**src/rtl/tic_pkg.sv**
```systemverilog
// Shared definitions for the tic-tac-toe display pipeline.
//   - grid boundary constants (also used by the draw_square stages)
//   - board controller FSM state encoding
//   - the eight win-line masks over the 9-bit board (bit k = square k+1)
//   - small helpers used by the square decoder and the controller
package tic_pkg;

    localparam logic [11:0] COL0_X     = 12'd8;
    localparam logic [11:0] COL1_X     = 12'd344;
    localparam logic [11:0] COL2_X     = 12'd680;
    localparam logic [11:0] GRID_X_END = 12'd1015;
    localparam logic [11:0] ROW0_Y     = 12'd0;
    localparam logic [11:0] ROW1_Y     = 12'd258;
    localparam logic [11:0] ROW2_Y     = 12'd515;
    localparam logic [11:0] GRID_Y_END = 12'd767;

    typedef enum logic [1:0] {
        IDLE  = 2'd0,
        PLAY  = 2'd1,
        CHECK = 2'd2,
        OVER  = 2'd3
    } state_t;

    // Rows, columns, then the two diagonals. Square index k = 3*row + col.
    localparam logic [7:0][8:0] WIN_MASKS = {
        9'h007, 9'h038, 9'h1C0,
        9'h049, 9'h092, 9'h124,
        9'h111, 9'h054
    };

    // True when the marks of one player cover any complete line.
    function automatic logic has_line(input logic [8:0] marks);
        logic hit;
        hit = 1'b0;
        for (int i = 0; i < 8; i++)
            if ((marks & WIN_MASKS[i]) == WIN_MASKS[i])
                hit = 1'b1;
        return hit;
    endfunction

    // Kept as a function so a zero lower bound does not turn into a
    // constant unsigned comparison at the call site.
    function automatic logic at_least(input logic [11:0] v, input logic [11:0] lo);
        return v >= lo;
    endfunction

endpackage

```
**src/rtl/board_square_decode.sv**
```systemverilog
// Maps a cursor position to a board square.
//   xpos, ypos : cursor position (pixels)
//   valid      : cursor lies inside the 3x3 grid
//   idx        : square index 0..8 (3*row + col), 0 when not valid
module board_square_decode
    import tic_pkg::*;
#(
    parameter logic [11:0] C0_X  = COL0_X,
    parameter logic [11:0] C1_X  = COL1_X,
    parameter logic [11:0] C2_X  = COL2_X,
    parameter logic [11:0] X_END = GRID_X_END,
    parameter logic [11:0] R0_Y  = ROW0_Y,
    parameter logic [11:0] R1_Y  = ROW1_Y,
    parameter logic [11:0] R2_Y  = ROW2_Y,
    parameter logic [11:0] Y_END = GRID_Y_END
) (
    input  logic [11:0] xpos,
    input  logic [11:0] ypos,
    output logic        valid,
    output logic [3:0]  idx
);

    logic [1:0] col, row;
    logic       col_ok, row_ok;

    always_comb begin
        col    = 2'd0;
        row    = 2'd0;
        col_ok = 1'b1;
        row_ok = 1'b1;

        if (at_least(xpos, C0_X) && xpos < C1_X)      col = 2'd0;
        else if (at_least(xpos, C1_X) && xpos < C2_X) col = 2'd1;
        else if (at_least(xpos, C2_X) && xpos <= X_END) col = 2'd2;
        else                                          col_ok = 1'b0;

        if (at_least(ypos, R0_Y) && ypos < R1_Y)      row = 2'd0;
        else if (at_least(ypos, R1_Y) && ypos < R2_Y) row = 2'd1;
        else if (at_least(ypos, R2_Y) && ypos <= Y_END) row = 2'd2;
        else                                          row_ok = 1'b0;

        valid = col_ok & row_ok;
        idx   = valid ? ({2'b00, row} * 4'd3 + {2'b00, col}) : 4'd0;
    end

endmodule

```
**src/rtl/board_ctl.sv**
```systemverilog
// Tic-tac-toe game-state controller.
//   pclk, rst    : pixel clock, synchronous active-high reset
//   start_en     : game enabled; low holds the board cleared
//   xpos, ypos   : cursor position in the pclk domain
//   mouse_left   : left button level (asynchronous)
//   square_taken : bit k set when square k+1 is occupied
//   square_x     : bit k owner of square k+1 (1=X, 0=O), valid where taken
//   player_o     : side to move (0=X, 1=O)
//   win_x, win_o, draw, game_over : result flags
module board_ctl
    import tic_pkg::*;
#(
    parameter logic [11:0] C0_X  = COL0_X,
    parameter logic [11:0] C1_X  = COL1_X,
    parameter logic [11:0] C2_X  = COL2_X,
    parameter logic [11:0] X_END = GRID_X_END,
    parameter logic [11:0] R0_Y  = ROW0_Y,
    parameter logic [11:0] R1_Y  = ROW1_Y,
    parameter logic [11:0] R2_Y  = ROW2_Y,
    parameter logic [11:0] Y_END = GRID_Y_END
) (
    input  logic        pclk,
    input  logic        rst,
    input  logic        start_en,
    input  logic [11:0] xpos,
    input  logic [11:0] ypos,
    input  logic        mouse_left,
    output logic [8:0]  square_taken,
    output logic [8:0]  square_x,
    output logic        player_o,
    output logic        win_x,
    output logic        win_o,
    output logic        draw,
    output logic        game_over
);

    logic       s1, s2, prev;
    logic       press;
    logic       valid;
    logic [3:0] idx;
    state_t     state;

    logic [8:0] mover_marks;
    logic       line;
    logic       full;
    logic       clear_all;

    board_square_decode #(
        .C0_X(C0_X), .C1_X(C1_X), .C2_X(C2_X), .X_END(X_END),
        .R0_Y(R0_Y), .R1_Y(R1_Y), .R2_Y(R2_Y), .Y_END(Y_END)
    ) u_decode (
        .xpos  (xpos),
        .ypos  (ypos),
        .valid (valid),
        .idx   (idx)
    );

    // Two-flop synchroniser plus edge detect: one pulse per button press.
    always_ff @(posedge pclk) begin
        if (rst) begin
            s1   <= 1'b0;
            s2   <= 1'b0;
            prev <= 1'b0;
        end else begin
            s1   <= mouse_left;
            s2   <= s1;
            prev <= s2;
        end
    end

    assign press = s2 & ~prev;

    // Only the side that just moved can have completed a line.
    always_comb begin
        mover_marks = player_o ? (square_taken & ~square_x) : (square_taken & square_x);
        line        = has_line(mover_marks);
        full        = &square_taken;
        clear_all   = ~start_en || (state == IDLE) || (state == OVER && press);
    end

    always_ff @(posedge pclk) begin
        if (rst) begin
            state        <= IDLE;
            square_taken <= '0;
            square_x     <= '0;
            player_o     <= 1'b0;
            win_x        <= 1'b0;
            win_o        <= 1'b0;
            draw         <= 1'b0;
            game_over    <= 1'b0;
        end else if (clear_all) begin
            // Disable, idle and the restart press in OVER all wipe the game;
            // the restart press never claims a square.
            state        <= start_en ? PLAY : IDLE;
            square_taken <= '0;
            square_x     <= '0;
            player_o     <= 1'b0;
            win_x        <= 1'b0;
            win_o        <= 1'b0;
            draw         <= 1'b0;
            game_over    <= 1'b0;
        end else begin
            case (state)
                PLAY: begin
                    if (press && valid && !square_taken[idx]) begin
                        square_taken[idx] <= 1'b1;
                        square_x[idx]     <= ~player_o;
                        state             <= CHECK;
                    end
                end
                CHECK: begin
                    win_x     <= line & ~player_o;
                    win_o     <= line & player_o;
                    draw      <= full & ~line;
                    game_over <= line | full;
                    if (line || full) begin
                        state <= OVER;
                    end else begin
                        player_o <= ~player_o;
                        state    <= PLAY;
                    end
                end
                default: state <= state;
            endcase
        end
    end

endmodule

```
**config.mk**
```make
export PLATFORM = sky130hd
export DESIGN_NAME = board_ctl
export DESIGN_NICKNAME = d
export VERILOG_FILES = /design/src/rtl/tic_pkg.sv /design/src/rtl/board_square_decode.sv /design/src/rtl/board_ctl.sv
export SDC_FILE = /design/constraint.sdc
export NUM_CORES = 1
export LEC_CHECK = 0
export ABC_AREA = 1
export BUFFER_PORTS_ARGS = -buffer_cell sky130_fd_sc_hd__buf_2
export CORE_ASPECT_RATIO = 0.6
export CORE_MARGIN = 5
export CORE_UTILIZATION = 57
export CTS_CLUSTER_DIAMETER = 30
export DETAILED_ROUTE_END_ITERATION = 12
export PLACE_DENSITY = 0.9
export RECOVER_POWER = 25
export SYNTH_ARGS = -nofsm -noshare
export SYNTH_HDL_FRONTEND = slang
export SYNTH_SLANG_ARGS = --single-unit
```
**constraint.sdc**
```tcl
create_clock -name pclk -period 9.3 [get_ports pclk]
set_input_delay 1.86 -clock pclk [delete_from_list [all_inputs] [get_ports pclk]]
set_output_delay 1.86 -clock pclk [all_outputs]
set_load 0.02 [all_outputs]
```
==> flow_metrics.tcl <==
set metrics [dict create \
    grt_pass1_vias 1823 \
    cap_violations 0 \
    critPathRequiredTime_ns 9.48 \
    cts.path.max_buffers 2 \
    yosysWarnings 0 \
    p_per_area_mw_per_mm2 110 \
    rsz0062_at_grt "false" \
    max_slew_margin 0.496 \
    rows 16 \
    crit_type "input port to register" \
    synth_simple_gate_area_frac 0.443 \
    critical_path_arrival_ns 4.85 \
    cp_max_fo 9 \
    synth_top_area_share 0.294 \
    fin_crit_ns 4.66 \
    clk_latency_ns 0.28 \
    dieArea_mm2 0.00464 \
    synthMuxAreaShare 0 \
    synth_fa_ha_area_frac 0.0341 \
    numPortBuffers 47 \
    ys_seq_area_frac 0.294 \
    holdBufCountCts 0 \
    drt_iter0_drc 242 \
    period_share 0.502 \
    grt_max_degree 20 \
    cts_resized 0 \
    vias 2110 \
    root_buffer "clkbuf_8" \
    coreArea_mm2 0.00324 \
    synth_area_mm2 0.00191 \
    pin_count 51 \
    wl_per_cell_um 11.9 \
    cts_inserted_buffers 3 \
    postCtsSetupBuffers 0 \
    vdd_drop_max_v 0.0000798 \
    antenna_cells 0 \
    fmax_ghz 0.214 \
    grt_pass1_wl_mm 8.11 \
    leakage_nw 1.12 \
    status "finished, final reports clean" \
    start_util 0.588 \
    dpl.hpwl_mm 3.82 \
    antenna_found_initial 0 \
    hold_violations 0 \
    fp.dieH_um 54.8 \
    synth_top_family_by_area "simple AND/OR/NAND/NOR gates" \
    grt_usage 0.220 \
    fin_skew_ns 0.00473 \
    drive_above_1_share 0.178 \
    syn_avg_cell_area_um2 6.07 \
    gp_congestion 0.911 \
    setup_viol 0 \
    tritoncts "yes" \
    wirelength_mm 4.79 \
    synthDominantAreaCellType "dfxtp_1" \
    start_kind "input port" \
    setup_ws_ns 4.64 \
    final_nets 392 \
    drtAntennaViolNets 0 \
    hold_class "register to register" \
    tns_ns 0 \
    die_w_um 84.6 \
    grt-ovfl-total 0 \
    critPathCaptureType "register" \
    viasPerCell 5.22 \
    max_slew.worst_pin.slew_ns 0.753 \
    synth_cell_type_count 29 \
    synth_xor_xnor_area_share 0 \
    final_max_slew_viol_count 0 \
    first_pass_iters 5 \
    ys_ff_latch 28 \
    clock-sinks 28 \
    drc 0 \
    synth_compound_area_frac 0.0939 \
    synth_area_leaders "dfxtp_1 29%, nand2_1 15%, nor2_1 11%, inv_1 11%, nand4_1 5.9%" \
    synth_nets 346 \
    cts-htree-levels 1 \
    pre_cts_ws_ns 4.36 \
    synthCells 314 \
    area_growth_pct 17.1 \
    path_clk_slew_ns 0.10 \
]
==> power by group <==
part	internal, mW	switching (mW)
clock	0.0577	0.0384
combinational	0.0103	0.0183
sequential	0.121	0.000383
total	0.189	0.0570
==> kinds of logic (layout without fill, tap and decap cells) <==
group / after synthesis / count (layout)
buffers and inverters: 68 / 113
adders and majority gates: 4 / 4
DFF: 28 / 28
AOI/OAI and AO/OA: 33 / 33
and+or+nand+nor: 181 / 181
==> cells in the final DEF, fill, tap and decap left out, drive strengths merged, types with 2 or more instances in the layout <==
cell / count
nand4: 18
nor4: 3
o21ai: 8
buf: 37
clkbuf: 13
nand3: 16
nand3b: 2
ha: 2
fa: 2
dfxtp: 28
nor2: 60
nand2: 80
inv: 61
a21oi: 20
==> critical path: stages <==
cell and delay [ns]:
buf_2 0.10, nor4_1 0.36, a41oi_1 0.21, nand2_1 0.15
inv_1 0.07, fa_1 0.52, ha_1 0.15, inv_1 0.05
fa_1 0.37, inv_1 0.13, nand3_1 0.13, nor2_1 0.14
nand3_1 0.08, nand2_1 0.10, inv_2 0.09, nand4_1 0.17
nand2_1 0.08, nand2_1 0.06, nor2_1 0.04
==> final timing paths <==
check	slack [ns]	endpoint	start	cells past startpoint
worst max-delay path	4.64	square_x[0]$_SDFFE_PP0P_	ypos[7]	19
worst min-delay path	0.41	s2$_SDFF_PP0_	s1$_SDFF_PP0_	2
worst max register to register	6.61	game_over$_SDFFE_PP0P_	player_o$_SDFFE_PP0P_	13
worst min register to register	0.41	s2$_SDFF_PP0_	s1$_SDFF_PP0_	2
==> state kept, by name (all words and copies together) (netlist names) <==
signal	count
square_taken	9
square_x	9
state	2
draw	1
game_over	1
player_o	1
prev	1
s1	1
s2	1
win_o	1
win_x	1
==> cells in the mapped netlist <==
cell / number
inv_1: 54
nor2_4: 2
nand4_1: 18
nand3_1: 12
nand3b_1: 2
nand2_4: 3
a31oi_1: 1
fa_1: 2
a21o_1: 1
nor2_2: 3
dfxtp_1: 28
a21oi_1: 20
ha_1: 2
nor4_1: 3
nand3_2: 3
clkinv_1: 1
or2_2: 1
buf_2: 2
nand3_4: 1
clkbuf_1: 4
nand2_1: 74
nor3_1: 1
a32oi_1: 1
nand2_2: 3
a41oi_1: 1
inv_2: 7
o21ai_0: 8
nor2_1: 55
o211ai_1: 1
==> metal layers <==
metal | share of wire | track usage
met5 | 0 | 0
met4 | 0.0096 | 0.0421
met3 | 0.090 | 0.0526
met2 | 0.42 | 0.360
met1 | 0.48 | 0.301
==> layout make-up <==
class	count	area (um2)
fill	304	1010
tap	45	56.3
sequential	28	561
multi-input combinational	218	1090
clock buffer	3	41.3
clock inverter	1	30.0
timing repair buffer	47	223
inverter	62	233
==> metrics by stage <==
stage               hold slack [ns]  instance area [um2]  std cells  total power, mW   util
floorplan                     0.388                 1910        314            0.142      -
global placement              0.389                 2170        400            0.151  0.670
detailed placement            0.396                 2170        400            0.152  0.670
CTS                           0.410                 2240        404            0.248  0.692
global route                  0.424                 2230        404            0.257  0.688
finish                        0.407                 2230        404            0.246  0.688
Power figures use the tool's default switching activity.
